$ cat config.mk
export PLATFORM = sky130hd
export DESIGN_NAME = stream_rr_arbiter
export DESIGN_NICKNAME = d
export VERILOG_FILES = /design/src/rtl/arb_pkg.sv /design/src/rtl/rr_priority_pick.sv /design/src/rtl/stream_rr_arbiter.sv
export SDC_FILE = /design/constraint.sdc
export NUM_CORES = 1
export LEC_CHECK = 0
export CAP_MARGIN = 20
export CORE_MARGIN = 8
export CORE_UTILIZATION = 30
export DETAILED_ROUTE_END_ITERATION = 6
export HOLD_SLACK_MARGIN = 0.02
export PLACE_DENSITY = 0.76
export SYNTH_ARGS = -nofsm -noshare
export SYNTH_HDL_FRONTEND = slang
export SYNTH_HIERARCHICAL = 1
export SYNTH_SLANG_ARGS = --single-unit
$ cat constraint.sdc
create_clock -name clk_i -period 10.2 [get_ports clk_i]
set_input_delay 3.06 -clock clk_i [delete_from_list [all_inputs] [get_ports clk_i]]
set_output_delay 3.06 -clock clk_i [all_outputs]
set_load 0.03 [all_outputs]
$ cat src/rtl/arb_pkg.sv
// Shared types and round-robin pick helper for the stream arbiter.
// Builds with or without ARB_GRANT_CNT_EN.
package arb_pkg;

  typedef enum logic [0:0] {
    ARB_IDLE = 1'b0,
    ARB_HOLD = 1'b1
  } arb_state_e;

  localparam int ARB_MAX_REQ = 32;

  // Returns {found, idx}; scans ptr, ptr+1, ... mod n.
  function automatic logic [5:0] rr_pick(
    input logic [31:0] valid,
    input logic [4:0]  ptr,
    input int          n
  );
    logic [5:0] r;
    int k;
    r = '0;
    for (int i = ARB_MAX_REQ - 1; i >= 0; i--) begin
      if (i < n) begin
        k = (int'(ptr) + i) % n;
        if (valid[k[4:0]]) r = {1'b1, k[4:0]};
      end
    end
    return r;
  endfunction

endpackage

$ cat src/rtl/rr_priority_pick.sv
// Rotating priority encoder: first valid at or after ptr_i.
// Pure combinational, shared by all arbiter builds.
module rr_priority_pick
  import arb_pkg::*;
#(
  parameter int num_req_p = 4,
  localparam int idw = $clog2(num_req_p)
) (
  input  logic [num_req_p-1:0] valid_i,
  input  logic [idw-1:0]       ptr_i,
  output logic [idw-1:0]       idx_o,
  output logic                 any_o
);

  logic [5:0] res;

  assign res   = rr_pick(32'(valid_i), 5'(ptr_i), num_req_p);
  assign idx_o = res[idw-1:0];
  assign any_o = res[5];

  if (idw < 5) begin : g_hi
    logic unused_hi;
    assign unused_hi = ^res[4:idw];
  end

endmodule

$ cat src/rtl/stream_rr_arbiter.sv
// Round-robin ready/valid merge with grant lock while stalled.
// Optional per-requester beat counters under ARB_GRANT_CNT_EN.
module stream_rr_arbiter
  import arb_pkg::*;
#(
  parameter int width_p     = 8,
  parameter int num_req_p   = 4,
  parameter int cnt_width_p = 16,
  localparam int idw = $clog2(num_req_p)
) (
  input  logic                         clk_i,
  input  logic                         reset_i,
  input  logic [num_req_p-1:0]         valid_i,
  input  logic [num_req_p*width_p-1:0] data_i,
  output logic [num_req_p-1:0]         ready_o,
  output logic                         valid_o,
  output logic [width_p-1:0]           data_o,
  output logic [idw-1:0]               grant_id_o,
  input  logic                         ready_i
`ifdef ARB_GRANT_CNT_EN
  ,
  output logic [num_req_p*cnt_width_p-1:0] grant_cnt_o
`endif
);

  arb_state_e     state_r;
  logic [idw-1:0] ptr_r;
  logic [idw-1:0] held_r;
  logic [idw-1:0] pick_idx;
  logic           pick_any;
  logic [idw-1:0] win;
  logic           vld;
  logic           hs;
  logic [width_p-1:0] data_sel;

  rr_priority_pick #(
    .num_req_p(num_req_p)
  ) u_pick (
    .valid_i(valid_i),
    .ptr_i  (ptr_r),
    .idx_o  (pick_idx),
    .any_o  (pick_any)
  );

  always_comb begin
    win = pick_idx;
    vld = pick_any;
    if (state_r == ARB_HOLD) begin
      win = held_r;
      vld = valid_i[held_r];
    end
  end

  always_comb begin
    data_sel = '0;
    for (int k = 0; k < num_req_p; k++) begin
      if (win == idw'(k)) data_sel = data_i[k*width_p +: width_p];
    end
  end

  // Outputs are forced quiet while reset is held.
  always_comb begin
    valid_o    = 1'b0;
    ready_o    = '0;
    data_o     = '0;
    grant_id_o = '0;
    if (!reset_i && vld) begin
      valid_o      = 1'b1;
      data_o       = data_sel;
      grant_id_o   = win;
      ready_o[win] = ready_i;
    end
  end

  assign hs = valid_o & ready_i;

  always_ff @(posedge clk_i) begin
    if (reset_i) begin
      state_r <= ARB_IDLE;
      ptr_r   <= '0;
      held_r  <= '0;
    end else if (hs) begin
      state_r <= ARB_IDLE;
      ptr_r   <= (win == idw'(num_req_p - 1)) ? '0 : win + 1'b1;
    end else if (state_r == ARB_IDLE && vld) begin
      state_r <= ARB_HOLD;
      held_r  <= win;
    end else if (state_r == ARB_HOLD && !vld) begin
      state_r <= ARB_IDLE;
    end
  end

  always_ff @(posedge clk_i) begin
    if (!reset_i && state_r == ARB_HOLD) begin
      hold_drop: assert (valid_i[held_r]);
    end
  end

`ifdef ARB_GRANT_CNT_EN
  logic [num_req_p-1:0][cnt_width_p-1:0] cnt_r;

  always_ff @(posedge clk_i) begin
    if (reset_i) begin
      cnt_r <= '0;
    end else if (hs && cnt_r[win] != '1) begin
      cnt_r[win] <= cnt_r[win] + 1'b1;
    end
  end

  assign grant_cnt_o = reset_i ? '0 : cnt_r;
`else
  localparam int unused_cnt_w = cnt_width_p;
`endif

endmodule

==> results of run 1 <==
[report_power, final]
part	internal (mW)	leakage [nW]	total, mW	switching (mW)
registers	0.0278	0.0413	0.0404	0.0125
clock network	0.0148	0.0150	0.0231	0.00830
logic	0.127	0.511	0.280	0.153
total	0.170	0.567	0.344	0.174
[cells in the final DEF, fill, tap and decap left out, drive strengths merged]
| cell type | count |
|---|---|
| and3 | 4 |
| nor3b | 1 |
| ha | 5 |
| clkinv | 1 |
| a211o | 8 |
| nand2 | 12 |
| a221o | 1 |
| nor2b | 10 |
| a221oi | 8 |
| and2 | 1 |
| a21oi | 12 |
| clkbuf | 4 |
| clkdlybuf4s50 | 53 |
| nor2 | 8 |
| a211oi | 4 |
| nand2b | 5 |
| inv | 14 |
| or4 | 1 |
| nand3 | 1 |
| nor3 | 1 |
| mux2i | 6 |
| dfxtp | 5 |
| o21ai | 3 |
[worst max path at each step]
stage,from,to
floorplan,valid_i[3],data_o[0]
global placement,valid_i[3],data_o[0]
detailed placement,valid_i[3],data_o[4]
CTS,valid_i[3],data_o[4]
global route,valid_i[3],data_o[4]
finish,valid_i[3],data_o[2]
[sequential cells by signal (all words and copies together), names as in the netlist]
signal / flops
held_r: 2
ptr_r: 2
state_r: 1
[area by class of cell]
type                       instances  area share (%)
timing repair buffer              53            39.0
tap                               30            2.76
inverter                          15            4.14
sequential                         5            7.37
multi-input combinational         91            44.8
clock buffer                       4            1.93
[worst max-delay path: cells and delay by family]
family,cells,cell delay (ns)
buffers and inverters,2,1.18
AOI/OAI and AO/OA,4,0.88
adders and majority gates,1,0.61
muxes,1,0.34
and+or+nand+nor,2,0.26
[metrics by stage]
stage	utilization, %	total power, mW	setup slack, ns	cells
detailed placement	53.3	0.320	0.837	194
CTS	54.4	0.345	0.829	198
floorplan	-	0.232	1.91	119
global placement	53.3	0.313	0.964	194
global route	54.4	0.371	0.537	198
finish	54.4	0.344	0.813	198
[cell families (layout without fill, tap and decap cells)]
group / Yosys count / after routing / share of synthesized area (%)
AND/OR/NAND/NOR: 44 / 44 / 28.2
AO/OA/AOI/OAI: 36 / 36 / 32.6
buffers and inverters: 23 / 72 / 11.3
multiplexers: 6 / 6 / 7.52
adder cells (fa/ha/maj): 5 / 5 / 7.84
flip-flops: 5 / 5 / 12.5
[layer usage]
layer  part of all wire, %  track usage, %
met1                    42            14.0
met2                    48            21.2
met3                   8.7            4.30
met4                   1.3            4.44
met5                     0               0
==> impl_metrics.toml, run 1 <==
[route]
dr.pass1.iters = 4
postRouteAntennaNets = 0
drt_wl_total_um = 2990
drc_errors = 0
dr_total_vias = 1033
wl_per_cell_um = 15.1
drt_iter0_markers = 95
routed_via_density = 5.22

[timing]
hold_ws_ns = 0.509
hold_viol = 0
setup_tns_ns = 0
maxSlewViolCount = 0
relSlewSlack_pct = 58.7
min_period_over_period_pct = 92.0
rsz0062_at_grt = "false"
max_freq_ghz = 0.107
period_needed_ns = 9.39
worstMarginPinSlew_ns = 0.620
setup_viol = 0
finClkSkew_ns = 0.00469

[cells_and_area]
layout.area.seq_um2 = 100
nNetsFinal = 213
antenna_cells = 0
drive_above_1_share_pct = 2.38
design_area_um2 = 1360
area_growth_syn_to_layout_pct = 70.2
nFillCells = 252
multiInputGateArea_um2 = 608

[critical_path]
start_kind = "input port"
timing.rr.end = "ptr_r[0]"
crit_slowest_cell = "clkdlybuf4s50_1"
cp-end-kind = "output port"
cp_common_cell = "clkdlybuf4s50_1"
path_cells = "clkdlybuf4s50_1 > nand2b_1 > a211oi_1 > nor2_1 > mux2i_1 > ha_1 > a221oi_1 > a211o_1 > a21oi_1 > clkdlybuf4s50_1"
slowest_delay_ns = 0.70
reg2reg_depth = 8
r2r-start = "ptr_r[1]"
required_ns = 7.14
cp_max_fo = 17
critical_path_class = "in2out"
critical_path_arrival_ns = 6.33
reg2reg_slack_ns = 7.62

[power_and_ir_drop]
vdd_drop_max_uv = 162
leakage_nw = 0.567
p_per_area_nw_per_um2 = 253

[min_path]
min_from = "held_r[1]"
hold_path.class = "reg2reg"
worstHoldPathCells = 2
holdPathEnd = "held_r[1]"

[global_route]
gr-usage-all-layers_pct = 12.4
grt_max_degree = 19
grt_pass1_wl_um = 4610
antenna_found_initial = 0
gr-total-overflow = 0
grt_pass1_vias = 1039

[clock_network]
cts_tree = "yes"
cts.sinks = 5
clk_latency_ns = 0.24
clk_pin_slew_worst_paths_ns = 0.05
postCtsHoldBufs = 0
postCtsSetupBuffers = 0
ctsResizeCount = 0
htree_levels = 1
clockBufferDepth = 2
numCtsBuffers = 3
cts_root_buf = "clkbuf_4"

[yosys]
yosys_warnings = 6
netlist_top_cells_count = "inv_1 (14), a21oi_1 (12), nand2_1 (12)"
synth_nets = 163
synthCells = 119
synth_flop_cell = "dfxtp_1"
yosysMostFrequentCell = "inv_1"
ys_seq_elements = 5
avgSynthCellArea_um2 = 6.71
yosys.area.top_type = "dfxtp_1"
synthesis.area_um2 = 798
synthTopCellsByArea = "dfxtp_1 (13%), a211o_1 (8.8%), a221oi_1 (8.8%)"
synth-seq-area-share_pct = 12.5
async_reset_ff_share_pct = 0
synth_edf_count = 0
synth_top_area_share_pct = 12.5
synth_cell_type_count = 24

[die]
dieArea_um2 = 4570
die-height_um = 67.6
start_util_pct = 31.9
core_um2 = 2500
io_pins = 54
rows = 18
die_x_um = 67.6

[placed_design]
place_area_um2 = 1330
port_buffers = 53
dpl.hpwl_um = 2390
place_congestion = 0.764

[run_status]
outcome = "completed"

[flow_run]
maxCapViolCount = 0
(Power assumes the default switching activity.)
==> run 2, diff against run 1 <==
==> constraint.sdc (replaced) <==
create_clock -name clk_i -period 10.2 [get_ports clk_i]
set_input_delay 1.02 -clock clk_i [delete_from_list [all_inputs] [get_ports clk_i]]
set_output_delay 1.02 -clock clk_i [all_outputs]
set_load 0.03 [all_outputs]
==> results of run 2 <==
The final DEF is identical to that of run 1. Status: completed.
Main changes from that run: setup slack after placement 0.837 ns -> 4.92 ns; setup slack after layout 0.813 ns -> 4.89 ns
==> run 3, diff against run 2 <==
--- a/config.mk
+++ b/config.mk
@@ -10,7 +10,7 @@
 export CORE_UTILIZATION = 30
 export DETAILED_ROUTE_END_ITERATION = 6
 export HOLD_SLACK_MARGIN = 0.02
-export PLACE_DENSITY = 0.76
+export PLACE_DENSITY = 0.78
 export SYNTH_ARGS = -nofsm -noshare
 export SYNTH_HDL_FRONTEND = slang
 export SYNTH_HIERARCHICAL = 1
==> constraint.sdc (replaced) <==
create_clock -name clk_i -period 4.75 [get_ports clk_i]
set_input_delay 0.475 -clock clk_i [delete_from_list [all_inputs] [get_ports clk_i]]
set_output_delay 0.475 -clock clk_i [all_outputs]
set_load 0.03 [all_outputs]
==> run 3 against run 2 <==
Combinational power up 120%. Global-route usage up 0.89 points. Design area unchanged. Critical path depth up 2. Register-to-register slack worse by 5.5 ns. Highest routed layer unchanged.
==> impl_metrics.toml, run 3 (same netlist as run 1, synthesis figures left out) <==
[die]
io_pins = 54
core_um2 = 2500
start_util_pct = 31.9
die_x_um = 67.6
dieArea_um2 = 4570
die-height_um = 67.6
rows = 18

[timing]
setup_viol = 0
relSlewSlack_pct = 60.8
hold_viol = 0
hold_ws_ns = 0.509
maxSlewViolCount = 0
setup_tns_ns = 0
finClkSkew_ns = 0.000678
max_freq_ghz = 0.235
worstMarginPinSlew_ns = 0.588
period_needed_ns = 4.25
rsz0062_at_grt = "false"
setup_slack_ns = 0.501
min_period_over_period_pct = 89.4

[clock_network]
clockBufferDepth = 2
postCtsSetupBuffers = 0
clk_pin_slew_worst_paths_ns = 0.05
cts_tree = "yes"
numCtsBuffers = 3
cts.sinks = 5
ctsResizeCount = 0
clk_latency_ns = 0.25
cts_root_buf = "clkbuf_4"
htree_levels = 1
postCtsHoldBufs = 0

[critical_path]
cp-end-kind = "output port"
critical_path_arrival_ns = 3.77
cp_max_fo = 17
required_ns = 4.28
start_kind = "input port"
reg2reg_slack_ns = 2.13
critical_path_class = "in2out"

[flow_run]
maxCapViolCount = 0

[power_and_ir_drop]
p_total_mw = 0.751
leakage_nw = 0.567
p_per_area_nw_per_um2 = 553
vdd_drop_max_uv = 299

[route]
drt_wl_total_um = 3130
drt_iter0_markers = 76
dr.pass1.iters = 4
drc_errors = 0
dr_total_vias = 1033
wl_per_cell_um = 15.8
routed_via_density = 5.22
postRouteAntennaNets = 0

[global_route]
grt_pass1_vias = 1055
antenna_found_initial = 0
gr-usage-all-layers_pct = 13.3
grt_max_degree = 19
gr-total-overflow = 0
grt_pass1_wl_um = 4850

[cells_and_area]
drive_above_1_share_pct = 2.38
nNetsFinal = 213
layout.area.seq_um2 = 100
area_growth_syn_to_layout_pct = 70.2
nFillCells = 250
design_area_um2 = 1360
layout_common_cells = "clkdlybuf4s50_1 (53), inv_1 (14), nand2_1 (12), a21oi_1 (12), nor2b_1 (10)"
multiInputGateArea_um2 = 608
reg_top3 = "held_r (2), ptr_r (2), state_r (1)"
mostFrequentLayoutCell = "clkdlybuf4s50_1"
antenna_cells = 0

[placed_design]
dpl.hpwl_um = 2400
place_area_um2 = 1330
place_congestion = 0.844
pre_cts_ws_ns = 0.516
port_buffers = 53

[min_path]
hold_path.class = "reg2reg"

[run_status]
outcome = "completed"
==> run 3: critical path, cell delays in order <==
cell             delay, ns
clkdlybuf4s50_1       0.53
nand2b_1              0.08
a21oi_1               0.23
a211oi_2              0.06
mux2i_1               0.34
inv_1                 0.16
ha_1                  0.42
nor2b_1               0.19
a221oi_1              0.10
a211o_1               0.31
a21oi_1               0.18
clkdlybuf4s50_1       0.70
==> run 3: power breakdown <==
group	total (mW)	leakage, nW	internal, mW	switching [mW]
clock	0.0535	0.0150	0.0320	0.0215
sequential	0.0881	0.0413	0.0597	0.0284
combinational	0.609	0.511	0.272	0.337
==> run 3: final timing paths <==
| check | from | end | depth (start not counted) |
|---|---|---|---|
| min | held_r[1] | held_r[1] | 2 |
| max | valid_i[2] | data_o[7] | 12 |
| min reg2reg | held_r[1] | held_r[1] | 2 |
| max reg2reg | ptr_r[1] | ptr_r[0] | 7 |
==> run 3: through the flow <==
step	utilization (%)	instances
final	54.4	198
after global routing	54.4	198
after CTS	54.4	198
after detailed placement	53.3	194
after global placement	53.3	194
after floorplan	-	119
==> run 3: cell type report <==
class / instances / share of cell area [%]
clock buffers: 4 / 1.93
flip-flops and latches: 5 / 7.37
well taps: 30 / 2.76
multi-input cells: 91 / 44.8
inverters: 15 / 4.14
repair buffers: 53 / 39.0
==> run 3: metal layers <==
metal / GRT usage, % / up-vias / share of wire, %
li1: - / 519 / -
met1: 16.1 / 461 / 40
met2: 21.5 / 46 / 47
met3: 3.81 / 7 / 11
met4: 5.74 / 0 / 1.9
met5: 0 / - / 0
